## config.mk

```make
export PLATFORM = sky130hd
export DESIGN_NAME = mem_copy_engine_flat
export DESIGN_NICKNAME = d
export VERILOG_FILES = /design/src/rtl/mem_copy_engine_if.sv /design/src/rtl/mem_copy_engine.sv /design/src/flat_wrapper.sv
export SDC_FILE = /design/constraint.sdc
export NUM_CORES = 1
export LEC_CHECK = 0
export ABC_AREA = 0
export CAP_MARGIN = 20
export CORE_ASPECT_RATIO = 0.75
export CORE_UTILIZATION = 64
export DETAILED_ROUTE_END_ITERATION = 8
export DONT_BUFFER_PORTS = 1
export GPL_ROUTABILITY_DRIVEN = 0
export PLACE_DENSITY_LB_ADDON = 0.05
export SLEW_MARGIN = 20
export SYNTH_ARGS = -nofsm -noshare
export SYNTH_HDL_FRONTEND = slang
export SYNTH_SLANG_ARGS = --single-unit
```

## constraint.sdc

```tcl
create_clock -name i_clk -period 2.9 [get_ports i_clk]
set_clock_uncertainty 0.2 [all_clocks]
set_input_delay 0.435 -clock i_clk [delete_from_list [all_inputs] [get_ports i_clk]]
set_output_delay 0.435 -clock i_clk [all_outputs]
set_load 0.01 [all_outputs]
```

## src/rtl/mem_copy_engine_if.sv

```systemverilog
// rtl/mem_copy_engine_if.sv - command and memory-port bundle for mem_copy_engine (optional checksum under MEMCPY_CHECKSUM_EN)
interface mem_copy_engine_if #(
    parameter int AW = 32,
    parameter int DW = 32,
    parameter int LW = 16
);
    logic          start;
    logic [AW-1:0] src;
    logic [AW-1:0] dst;
    logic [LW-1:0] len;
    logic          abort;
    logic [AW-1:0] mem_a;
    logic [DW-1:0] mem_wd;
    logic          mem_we;
    logic [DW-1:0] mem_rd;
    logic          busy;
    logic          done;
`ifdef MEMCPY_CHECKSUM_EN
    logic [DW-1:0] checksum;
`endif

    // Copy engine side: takes commands and read data, drives the memory port
    modport master (
        input  start,
        input  src,
        input  dst,
        input  len,
        input  abort,
        input  mem_rd,
        output mem_a,
        output mem_wd,
        output mem_we,
        output busy,
`ifdef MEMCPY_CHECKSUM_EN
        output checksum,
`endif
        output done
    );

    // Host and memory side
    modport slave (
        output start,
        output src,
        output dst,
        output len,
        output abort,
        output mem_rd,
        input  mem_a,
        input  mem_wd,
        input  mem_we,
        input  busy,
`ifdef MEMCPY_CHECKSUM_EN
        input  checksum,
`endif
        input  done
    );
endinterface

```

## src/rtl/mem_copy_engine.sv

```systemverilog
// rtl/mem_copy_engine.sv - two-cycle-per-word block copy master (optional checksum under MEMCPY_CHECKSUM_EN)
module mem_copy_engine #(
    parameter int AW = 32,
    parameter int DW = 32,
    parameter int LW = 16
) (
    input  logic              i_clk,
    input  logic              i_rst_n,
    mem_copy_engine_if.master bus
);
    localparam logic [1:0] S_IDLE  = 2'd0;
    localparam logic [1:0] S_READ  = 2'd1;
    localparam logic [1:0] S_WRITE = 2'd2;
    localparam logic [1:0] S_DONE  = 2'd3;

    logic [1:0]    r_state;
    logic [AW-1:0] r_src;
    logic [AW-1:0] r_dst;
    logic [AW-1:0] r_mem_a;
    logic [LW-1:0] r_cnt;
    logic [DW-1:0] r_data;
    logic          r_abort;

    // Sequencer: alternates READ/WRITE per word; the address register is loaded
    // one edge early so mem_a is a pure register and holds in IDLE/DONE.
    always_ff @(posedge i_clk or negedge i_rst_n) begin
        if (!i_rst_n) begin
            r_state <= S_IDLE;
            r_src   <= '0;
            r_dst   <= '0;
            r_mem_a <= '0;
            r_cnt   <= '0;
            r_data  <= '0;
            r_abort <= 1'b0;
        end else begin
            case (r_state)
                S_IDLE: begin
                    r_abort <= 1'b0;
                    if (bus.start) begin
                        r_src <= bus.src;
                        r_dst <= bus.dst;
                        r_cnt <= bus.len;
                        if (bus.len != '0) begin
                            r_state <= S_READ;
                            r_mem_a <= bus.src;
                        end else begin
                            r_state <= S_DONE;
                        end
                    end
                end
                S_READ: begin
                    r_data  <= bus.mem_rd;
                    r_mem_a <= r_dst;
                    if (bus.abort) begin
                        r_abort <= 1'b1;
                    end
                    r_state <= S_WRITE;
                end
                S_WRITE: begin
                    r_src <= r_src + 1'b1;
                    r_dst <= r_dst + 1'b1;
                    r_cnt <= r_cnt - 1'b1;
                    if (r_cnt == LW'(1) || bus.abort || r_abort) begin
                        r_state <= S_DONE;
                    end else begin
                        r_state <= S_READ;
                        r_mem_a <= r_src + 1'b1;
                    end
                end
                default: begin
                    r_state <= S_IDLE;
                end
            endcase
        end
    end

`ifdef MEMCPY_CHECKSUM_EN
    logic [DW-1:0] r_checksum;

    // Running sum of every word actually written; restarts on each accepted command
    always_ff @(posedge i_clk or negedge i_rst_n) begin
        if (!i_rst_n) begin
            r_checksum <= '0;
        end else if (r_state == S_IDLE && bus.start) begin
            r_checksum <= '0;
        end else if (r_state == S_WRITE) begin
            r_checksum <= r_checksum + r_data;
        end
    end

    assign bus.checksum = r_checksum;
`endif

    // Write data is the captured read word; it only changes at a READ edge
    assign bus.mem_a  = r_mem_a;
    assign bus.mem_wd = r_data;
    assign bus.mem_we = (r_state == S_WRITE);
    assign bus.busy   = (r_state != S_IDLE);
    assign bus.done   = (r_state == S_DONE);
endmodule

```

## src/flat_wrapper.sv

```systemverilog
// flat-port wrapper written by rule: the top's interface ports become plain ports
module mem_copy_engine_flat 
#(
    parameter int AW = 32,
    parameter int DW = 32,
    parameter int LW = 16
)
  (i_clk, i_rst_n, bus_start, bus_src, bus_dst, bus_len, bus_abort, bus_mem_rd, bus_mem_a, bus_mem_wd, bus_mem_we, bus_busy, bus_done);
  mem_copy_engine_if #(.AW(AW), .DW(DW), .LW(LW)) bus_i ();
  input  logic i_clk;
  input  logic i_rst_n;
  input wire logic [$bits(bus_i.start)-1:0] bus_start;
  input wire logic [$bits(bus_i.src)-1:0] bus_src;
  input wire logic [$bits(bus_i.dst)-1:0] bus_dst;
  input wire logic [$bits(bus_i.len)-1:0] bus_len;
  input wire logic [$bits(bus_i.abort)-1:0] bus_abort;
  input wire logic [$bits(bus_i.mem_rd)-1:0] bus_mem_rd;
  output wire logic [$bits(bus_i.mem_a)-1:0] bus_mem_a;
  output wire logic [$bits(bus_i.mem_wd)-1:0] bus_mem_wd;
  output wire logic [$bits(bus_i.mem_we)-1:0] bus_mem_we;
  output wire logic [$bits(bus_i.busy)-1:0] bus_busy;
  output wire logic [$bits(bus_i.done)-1:0] bus_done;
  assign bus_i.start = bus_start;
  assign bus_i.src = bus_src;
  assign bus_i.dst = bus_dst;
  assign bus_i.len = bus_len;
  assign bus_i.abort = bus_abort;
  assign bus_i.mem_rd = bus_mem_rd;
  assign bus_mem_a = bus_i.mem_a;
  assign bus_mem_wd = bus_i.mem_wd;
  assign bus_mem_we = bus_i.mem_we;
  assign bus_busy = bus_i.busy;
  assign bus_done = bus_i.done;
  mem_copy_engine #(.AW(AW), .DW(DW), .LW(LW)) u_core (.i_clk(i_clk), .i_rst_n(i_rst_n), .bus(bus_i));
endmodule
```

# Word-level counts from Yosys, hierarchy flattened
# Index checks and enable logic that the tools add are counted.
[totals]
ff_bits = 147
inputBits = 116
output_inout_bits = 67
wordCells = 45
[classes]
add_sub_neg = 3
eq_ne = 8
mux = 16
n_reduce_logical = 11
[ops]
columns = ["op", "count"]
rows = [
  ["32-bit two-way mux", 5],
  ["32-bit case mux with 2 select lines", 2],
  ["32-bit case mux with 3 select lines", 1],
  ["32-bit by 1-bit adder with 32-bit output, second input constant", 2],
  ["16-bit case mux with 2 select lines", 1],
  ["16-bit by 1-bit == test with 1-bit output, second input constant", 1],
  ["16-bit two-way mux", 1],
  ["16-bit nonzero test", 1],
  ["16-bit by 1-bit subtractor with 16-bit output, second input constant", 1],
  ["2-bit two-way mux", 3],
  ["2-bit inequality test, second input constant", 3],
  ["2-bit case mux with 3 select lines", 1],
  ["2-bit nonzero test", 3],
  ["2-bit == test, second input constant", 2],
  ["2-bit AND reduction", 2],
  ["4-bit AND reduction", 1],
  ["3-bit nonzero test", 1],
  ["2-bit by 1-bit == test with 1-bit output, second input constant", 1],
  ["2-bit logical NOT", 1],
  ["1-bit logical OR", 2],
  ["2-bit by 1-bit inequality test with 1-bit output, second input constant", 1],
  ["1-bit case mux with 2 select lines", 1],
  ["1-bit two-way mux", 1],
]

# Logic depth before layout (Yosys ltp)
# Gate-level depths: netlist (run 1).
[logic_depth]
word_depth = 5
ltp_mapped = 10
depth_no_buf = 8

# Worst setup path after synthesis (run 1)
# No wires, ideal clock.
[synth_path]
path_type = "reg2reg"
startpoint = "reg u_core.r_state[0]"
endpoint = "reg u_core.r_mem_a[1], in the netlist u_core.bus.mem_a[1]"
arrival_time_ns = 1.991
t_required_ns = 2.604
setup_slack_ns = 0.613
stages_incl_launch_ff = 10
path_cell_list = "dfrtp_1 -> inv_1 -> ha_1 -> buf_2 -> nand3_1 -> nor4_1 -> or4_1 -> buf_2 -> clkbuf_1 -> o31ai_1"
[synth_via]
elab_chain_cells = 3
word_cells_on_any_way = 9
classes_between = "eq/ne: 5; mux: 1; reduce/logical: 3"
[synth_lines]
columns = ["item", "line", "text"]
rows = [
  ["from (decl)", "mem_copy_engine.sv:16", "logic [1:0] r_state;"],
  ["from (signal assigned)", "mem_copy_engine.sv:28", "r_state <= S_IDLE;"],
  ["from (signal assigned)", "mem_copy_engine.sv:44", "r_state <= S_READ;"],
  ["from (signal assigned)", "mem_copy_engine.sv:47", "r_state <= S_DONE;"],
  ["2-bit == test (*)", "--", ""],
  ["via bus_mem_we", "flat_wrapper.sv:20", "output wire logic [$bits(bus_i.mem_we)-1:0] bus_mem_we;"],
  ["2-bit inequality test (no source line) / 3-bit nonzero test (equally long branches)", "--", ""],
  ["4-bit AND reduction (no source line)", "--", ""],
  ["to (signal assigned)", "mem_copy_engine.sv:45", "r_mem_a <= bus.src;"],
  ["to (signal assigned)", "mem_copy_engine.sv:53", "r_mem_a <= r_dst;"],
  ["to (signal assigned)", "mem_copy_engine.sv:67", "r_mem_a <= r_src + 1'b1;"],
  ["to (decl)", "mem_copy_engine.sv:19", "logic [AW-1:0] r_mem_a;"],
]
# Mark *: on every way through the listed nets, which the timed path passes. The rest lies on a longest branch.
# A chain may end at the register's enable or synchronous reset.

# Final worst setup path (run 1)
[layout_path]
startpoint = "reg u_core.r_state[1]"
endpoint = "reg u_core.r_mem_a[21], in the netlist u_core.bus.mem_a[21]"
[layout_via]
elab_chain_cells = 3
word_cells_on_any_way = 9
classes_between = "eq/ne: 5; mux: 1; reduce/logical: 3"
[layout_lines]
columns = ["item", "line", "text"]
rows = [
  ["2-bit == test, or another cell as far along", "mem_copy_engine.sv:36", "case (r_state)"],
  ["2-bit inequality test (no source line), or another cell as far along", "--", ""],
  ["4-bit AND reduction (no source line)", "--", ""],
]
# Parallel ways exist; a longest one is shown, timed or not.

==> metrics, run 1 <==
Primary FF master, synth dfrtp_1; CTS tree yes; CTS root buffer clkbuf_16; post-layout util approximately four fifths; post-synthesis cell count 913; Max Used Layer met4; starting density of the core 66.80%; vias post-DR 8043; first-pass GRT wire length between 30 and 40 mm; Worst Hold Class input port to asynchronous set/reset pin; largest family of logic cells by synthesized area compound AO/OA/AOI/OAI gates; Port Buf Inserts 0; Synth-to-Final Area Change 20.64%; status complete, but fails checks; clock share of power roughly a fifth; Synth top cells by count dfrtp_1, nand2_1, a21oi_1; Fillers just over 800; initial antenna violation count 0; Synth cell types 57; Gate power share a little over two fifths; Yosys Warn Count 0; fraction of the mapped netlist area in adder cells between 1 and 1.5%; Detailed Route Iter0 Violations 1009; Detailed Place HPWL between 15 and 20 mm; xor and xnor area share after synthesis around 2.5%; Critical Path AT 2.89 ns; IO Pins 183; Seq/Total Area, Yosys around 44%; crit-path max FO 64; setup violators final 0; clock buffer depth 2; worst skew pair latency 0.44 ns; non-filler instance count after layout between 1k and 1.5k; number of buffers created by CTS 17; CP Capture Type register; most frequent cell after synthesis dfrtp_1; ANT nets after route 0; switching share of power a little under half; final WL between 20 and 30 mm; Slew Limit Fails 0; Internal about 7000 uW; CP required ~3 ns; syn_nets slightly above 1k; Vias per Instance approximately 7; vias in the first global route a little under 8k; relative slew slack a little over half; DR DRC count 0; met1 wire length around 10 mm; Final Critical Period about 2.8 ns; actual slew at the worst max-slew pin ~0.7 ns; Post-synth EDFFs 0; Core ar. roughly 12000 sq um; Synth Register Bits approximately 150; leak pwr ~0.004 uW; WL/cell 21.99 um; ys async rst share between 90% and 100%; n_diodes 0; dpl cells roughly 1.0k; nets ~1.1k; f_max about 0.36 GHz; Site Rows 35; ratio of cells with drive above 1 in the final layout a little over a tenth; GRT Util Overall about 38%; Setup WS pre-CTS between 0.1 and 0.15 ns; pwr dens about 1300 nW/um^2; GR Overflow Total 0; clock-pin slew on the worst setup and hold paths about 0.070 ns; NetSw 5742 uW; Die Width ~130 um; area leader, netlist dfrtp_1; startpoint types register; Detail Route met3 WL 2.306 mm; kind of critical path register to register; routed length on met2 12.18 mm; worst hold slack -0.5118 ns; Hold Fails Final Rpt roughly 150; syn avg cell area about 9.1 sq um; Seq pwr share 37.1%; CTS Sinks between 100 and 150; post-synthesis compound-gate area fraction ~22%; Vert. Die Dim ~100 um; Final Cycle Share a little over nine tenths; failing checks hold timing; Synth area leaders dfrtp_1, o22ai_1, a21oi_1, mux2_2, nand2_1; worst IR drop on VDD approximately 780 uV; H-tree Lvls 4; TritonRoute pass-1 iters 7; largest net degree at the start of global routing 148; top cell type's share of synthesized area 44.12%; mux cell area share after synthesis approximately 7.6%; setup_tns 0 ns; RSZ-0062 raised after global routing false; die area between 10000 and 15000 sq um; Synth Cell Area roughly 8300 sq um; Max-Cap Viols 0; Simple-Gate Fraction of Synth Area between 10% and 20%; Setup WS post-layout around 0.12 ns
-- cells in the final DEF, fill, tap and decap left out, types with 5 or more instances in the layout --
cell type | netlist | layout
a22oi_1 | 8 | 8
nor4_1 | 10 | 10
a31oi_1 | 8 | 8
and4_1 | 5 | 5
o31ai_1 | 26 | 26
a221oi_1 | 23 | 23
and2_1 | 5 | 5
a21oi_1 | 74 | 74
a31o_2 | 5 | 5
nor2_1 | 61 | 61
mux2i_1 | 27 | 27
bufinv_16 | 0 | 5
mux2_2 | 32 | 32
nand3_1 | 49 | 49
and3_1 | 19 | 19
dfrtp_1 | 147 | 147
nand4_1 | 15 | 15
o21ai_0 | 59 | 59
buf_4 | 1 | 12
xor2_1 | 15 | 15
xnor2_1 | 9 | 9
nor3_1 | 13 | 13
dlygate4sd3_1 | 0 | 96
nand2_1 | 89 | 87
ha_1 | 8 | 6
inv_1 | 12 | 12
a221o_1 | 9 | 9
clkbuf_16 | 0 | 17
o22ai_1 | 62 | 62
-- cell type report --
class                           count  area, sq um  area share (%)
Sequential cell                   147         3679           36.58
Multi-Input combinational cell    681         4342           43.17
Inverter                           13        48.80          0.4852
Clock buffer                       19        432.9           4.305
Timing Repair Buffer              113         1142           11.36
Tap cell                          166        207.7           2.065
Clock inverter                     12        205.2           2.040
-- worst paths after layout --
kind / startpoint / end / slack (ns) / cells past startpoint
max in group asynchronous: i_rst_n / u_core.r_dst[11]$_DFFE_PN0P_ / 2.81 / 0
worst max register to register: u_core.r_state[1]$_DFFE_PN0N_ / u_core.bus.mem_a[21]$_DFFE_PN0P_ / 0.12 / 7
worst min-delay path: i_rst_n / u_core.bus.mem_a[22]$_DFFE_PN0P_ / -0.51 / 0
worst min register to register: u_core.r_abort$_DFFE_PN0P_ / u_core.r_abort$_DFFE_PN0P_ / 0.33 / 2
min in group i_clk: bus_src[14] / u_core.bus.mem_a[14]$_DFFE_PN0P_ / -0.01 / 2
worst max-delay path: u_core.r_state[1]$_DFFE_PN0N_ / u_core.bus.mem_a[21]$_DFFE_PN0P_ / 0.12 / 7
-- metrics by stage --
step	total power, uW	area (sq um)
floorplan	8421	8337
global placement	9578	8454
detailed placement	9898	8454
CTS	12480	10020
global route	13430	10060
finish	12710	10060
-- state kept, by name (all words and copies together), names as in the netlist --
| signal | count |
|---|---|
| u_core.bus.mem_wd | 32 |
| u_core.bus.mem_a | 32 |
| u_core.r_state | 2 |
| u_core.r_cnt | 16 |
| u_core.r_abort | 1 |
| u_core.r_dst | 32 |
| u_core.r_src | 32 |
-- power by group through the flow --
stage,registers (uW),logic [uW],clock network (uW)
6_report,4720,5530,2460
5_1_grt,4850,6040,2540
4_1_cts,4660,5380,2440
3_5_place_dp,4680,5220,0
3_3_place_gp,4610,4970,0
2_1_floorplan,4150,4270,0
-- worst max-delay path: stages, from the launching register on --
cell and delay [ns]:
dfrtp_1 0.45, inv_1 0.10, ha_1 0.25, inv_1 0.17, nor2_1 0.10, or4_2 0.66, buf_6 0.26, o31ai_1 0.42
-- cells by family after synthesis --
kind of cell,Yosys count
and+or+nand+nor,297
AOI/OAI and AO/OA,293
DFF,147
buffers and inverters,85
muxes,59
xor gates and xnor gates,24
adders and majority gates,8
-- routing by layer --
| layer | vias up | GRT usage [%] |
|---|---|---|
| met1 | 3892 | 50.75 |
| met2 | 511 | 61.66 |
| met3 | 76 | 8.095 |
| li1 | 3564 | - |
| met5 | - | 0 |
| met4 | 0 | 16.78 |
-- timing repair --
action                                 CTS  global route
buffers inserted                         0             0
setup endpoints to repair                0            32
endpoints found under the hold margin  248           150
hold buffers                            93             3
resized for setup                        0             1
Power figures use the tool's default switching activity.
==> inputs of run 2 (changes only) <==
Clock period 2.9 ns to 3.2 ns, I/O delays scaled along.
==> run 2 against run 1 <==
The flow still finishes with violations (hold timing). Fmax rose by 0.23%. Cell area fell by 8.0%. Hold slack improved by 0.058 ns. Clock power fell by 14%. Global-route usage fell by 2.7 points. Die area did not move. Total power fell by 12%. Worst setup slack improved by 0.31 ns. Utilization fell by 6.4 points. Combinational power fell by 12%. Critical path type unchanged. Largest cell class unchanged. Largest power group unchanged.
==> metrics, run 2 (synthesized netlist as in run 1, its figures left out) <==
most common cell after layout, fill and taps aside dfrtp_1; failing checks hold timing; internal reg-to-reg setup slack 0.42 ns (+0.31 ns); GR Overflow Total 0 (unchanged); DR DRC count 0 (unchanged); vias in the first global route 7154 (-7.8%); Detailed Place HPWL 16.01 mm (+3.2%); clock buffer depth 2 (unchanged); Final Critical Period 2.777 ns (-0.006385 ns); switching share of power 45.24% (+0.064 points); Detailed Route Iter0 Violations 805 (-20%); Post-CTS Setup Inserts 0 (unchanged); clock-pin slew on the worst setup and hold paths 0.06 ns (about the same); H-tree Lvls 4 (unchanged); die area 13490 sq um (unchanged); Worst Hold Class input port to asynchronous set/reset pin; Post-CTS Hold Buffers 16 (-83%); Die Width 133.8 um (unchanged); GRT Util Overall 35.73% (-2.7 points); CP Capture Type register; first-pass GRT wire length 37.15 mm (-7.1%); setup_tns 0 ns (unchanged); post-CTS resize count 0 (unchanged); Vert. Die Dim 100.8 um (unchanged); starting density of the core 66.80% (unchanged); kind of critical path register to register; Internal 6149 uW (-12%); Slew Limit Fails 0 (unchanged); leak pwr 0.003665 uW (-8.2%); Vias per Instance 7.008 (+0.29%); Gate power share 43.1% (-0.4 points); CTS tree yes; number of buffers created by CTS 17 (unchanged); n_diodes 0 (unchanged); RSZ-0062 raised after global routing false; worst hold slack -0.4538 ns (+0.05798 ns); worst reg-to-reg path cell count 7 (unchanged); startpoint types register; CP required 3.34 ns (+0.34 ns); TritonRoute pass-1 iters 8 (+1); worst IR drop on VDD 639.0 uV (-18%); IO Pins 183 (unchanged); Hold Fails Final Rpt 147 (-1.3%); CTS Sinks 147 (unchanged); ratio of cells with drive above 1 in the final layout 11.45% (+0.90 points); clock share of power 18.9% (-0.4 points); pwr dens 1214 nW/um^2 (-4.0%); Site Rows 35 (unchanged); crit-path max FO 43 (-33%); ANT nets after route 0 (unchanged); Core ar. 12480 sq um (unchanged); initial antenna violation count 0 (unchanged); Fillers 910 (+13%); CTS root buffer clkbuf_16; post-layout util 74.14% (-6.4 points); Reg2Reg Capture Point u_core.bus.mem_a[9]$_DFFE_PN0P_; setup violators final 0 (unchanged); Max-Cap Viols 0 (unchanged); Setup WS post-layout 0.4233 ns (+0.3064 ns); actual slew at the worst max-slew pin 0.6792 ns (-0.01274 ns); NetSw 5080 uW (-12%); largest net degree at the start of global routing 148 (unchanged); Setup WS pre-CTS 0.4746 ns (+0.3373 ns); final WL 23.63 mm (-6.6%); worst skew pair latency 0.43 ns (about the same); most frequent cells in the layout dfrtp_1, nand2_1, a21oi_1; worst r2r src u_core.r_state[0]$_DFFE_PN0N_; Port Buf Inserts 0 (unchanged); Seq pwr share 38.0% (+0.9 points); nets 1021 (-6.9%); Critical Path AT 2.91 ns (+0.02 ns); f_max 0.3601 GHz (+0.23%); Synth-to-Final Area Change 10.99%; vias post-DR 7527 (-6.4%); Final Cycle Share 86.77% (-9.2 points); WL/cell 22.00 um (about the same); status complete, but fails checks; relative slew slack 54.72% (+0.85 points)
[run 2: layer usage]
layer  routed length, um  GRT usage (%)
met4                 652          16.00
met3                2204          9.301
met5                   0              0
met1                9556          46.11
met2               11220          57.11
[run 2: worst max-delay path by stage]
stage / startpoint / endpoint / slack (ns)
after floorplan: u_core.r_state[0]$_DFFE_PN0N_ / u_core.bus.mem_a[1]$_DFFE_PN0P_ / 0.91
after global placement: u_core.r_state[0]$_DFFE_PN0N_ / u_core.bus.mem_a[28]$_DFFE_PN0P_ / 0.61
after detailed placement: u_core.r_state[0]$_DFFE_PN0N_ / u_core.bus.mem_a[28]$_DFFE_PN0P_ / 0.47
after CTS: u_core.r_state[0]$_DFFE_PN0N_ / u_core.bus.mem_a[28]$_DFFE_PN0P_ / 0.44
after global routing: u_core.r_state[0]$_DFFE_PN0N_ / u_core.bus.mem_a[28]$_DFFE_PN0P_ / 0.22
final: u_core.r_state[0]$_DFFE_PN0N_ / u_core.bus.mem_a[9]$_DFFE_PN0P_ / 0.42
[run 2: through the flow]
| stage | cells | total power [uW] | instance area, sq um |
|---|---|---|---|
| global route | 1074 | 11890 | 9253 |
| CTS | 1069 | 11130 | 9203 |
| global placement | 1023 | 8608 | 8422 |
| detailed placement | 1023 | 8979 | 8422 |
| finish | 1074 | 11230 | 9253 |
| floorplan | 913 | 7631 | 8337 |
[run 2: critical path, cell delays in order (launching register included)]
cell     delay, ns
dfrtp_1       0.41
inv_1         0.17
ha_4          0.41
buf_4         0.50
buf_4         0.44
a221o_1       0.21
o21ai_0       0.11
o21ai_0       0.21
[run 2: area by class of cell]
cell class,instances,area (sq um),area share (%)
Inverter,13,48.80,0.5274
Tap cell,166,207.7,2.245
Clock inverter,12,181.4,1.961
Timing Repair Buffer,37,355.3,3.840
Multi-Input combinational cell,681,4342,46.92
Sequential cell,147,3679,39.76
Clock buffer,18,439.2,4.746
[run 2: power by group through the flow]
stage	Sequential (uW)	Combinational, uW	Clock [uW]
2_1_floorplan	3760	3870	0
3_3_place_gp	4180	4430	0
3_5_place_dp	4260	4720	0
4_1_cts	4230	4760	2130
5_1_grt	4380	5300	2210
6_report	4270	4840	2120
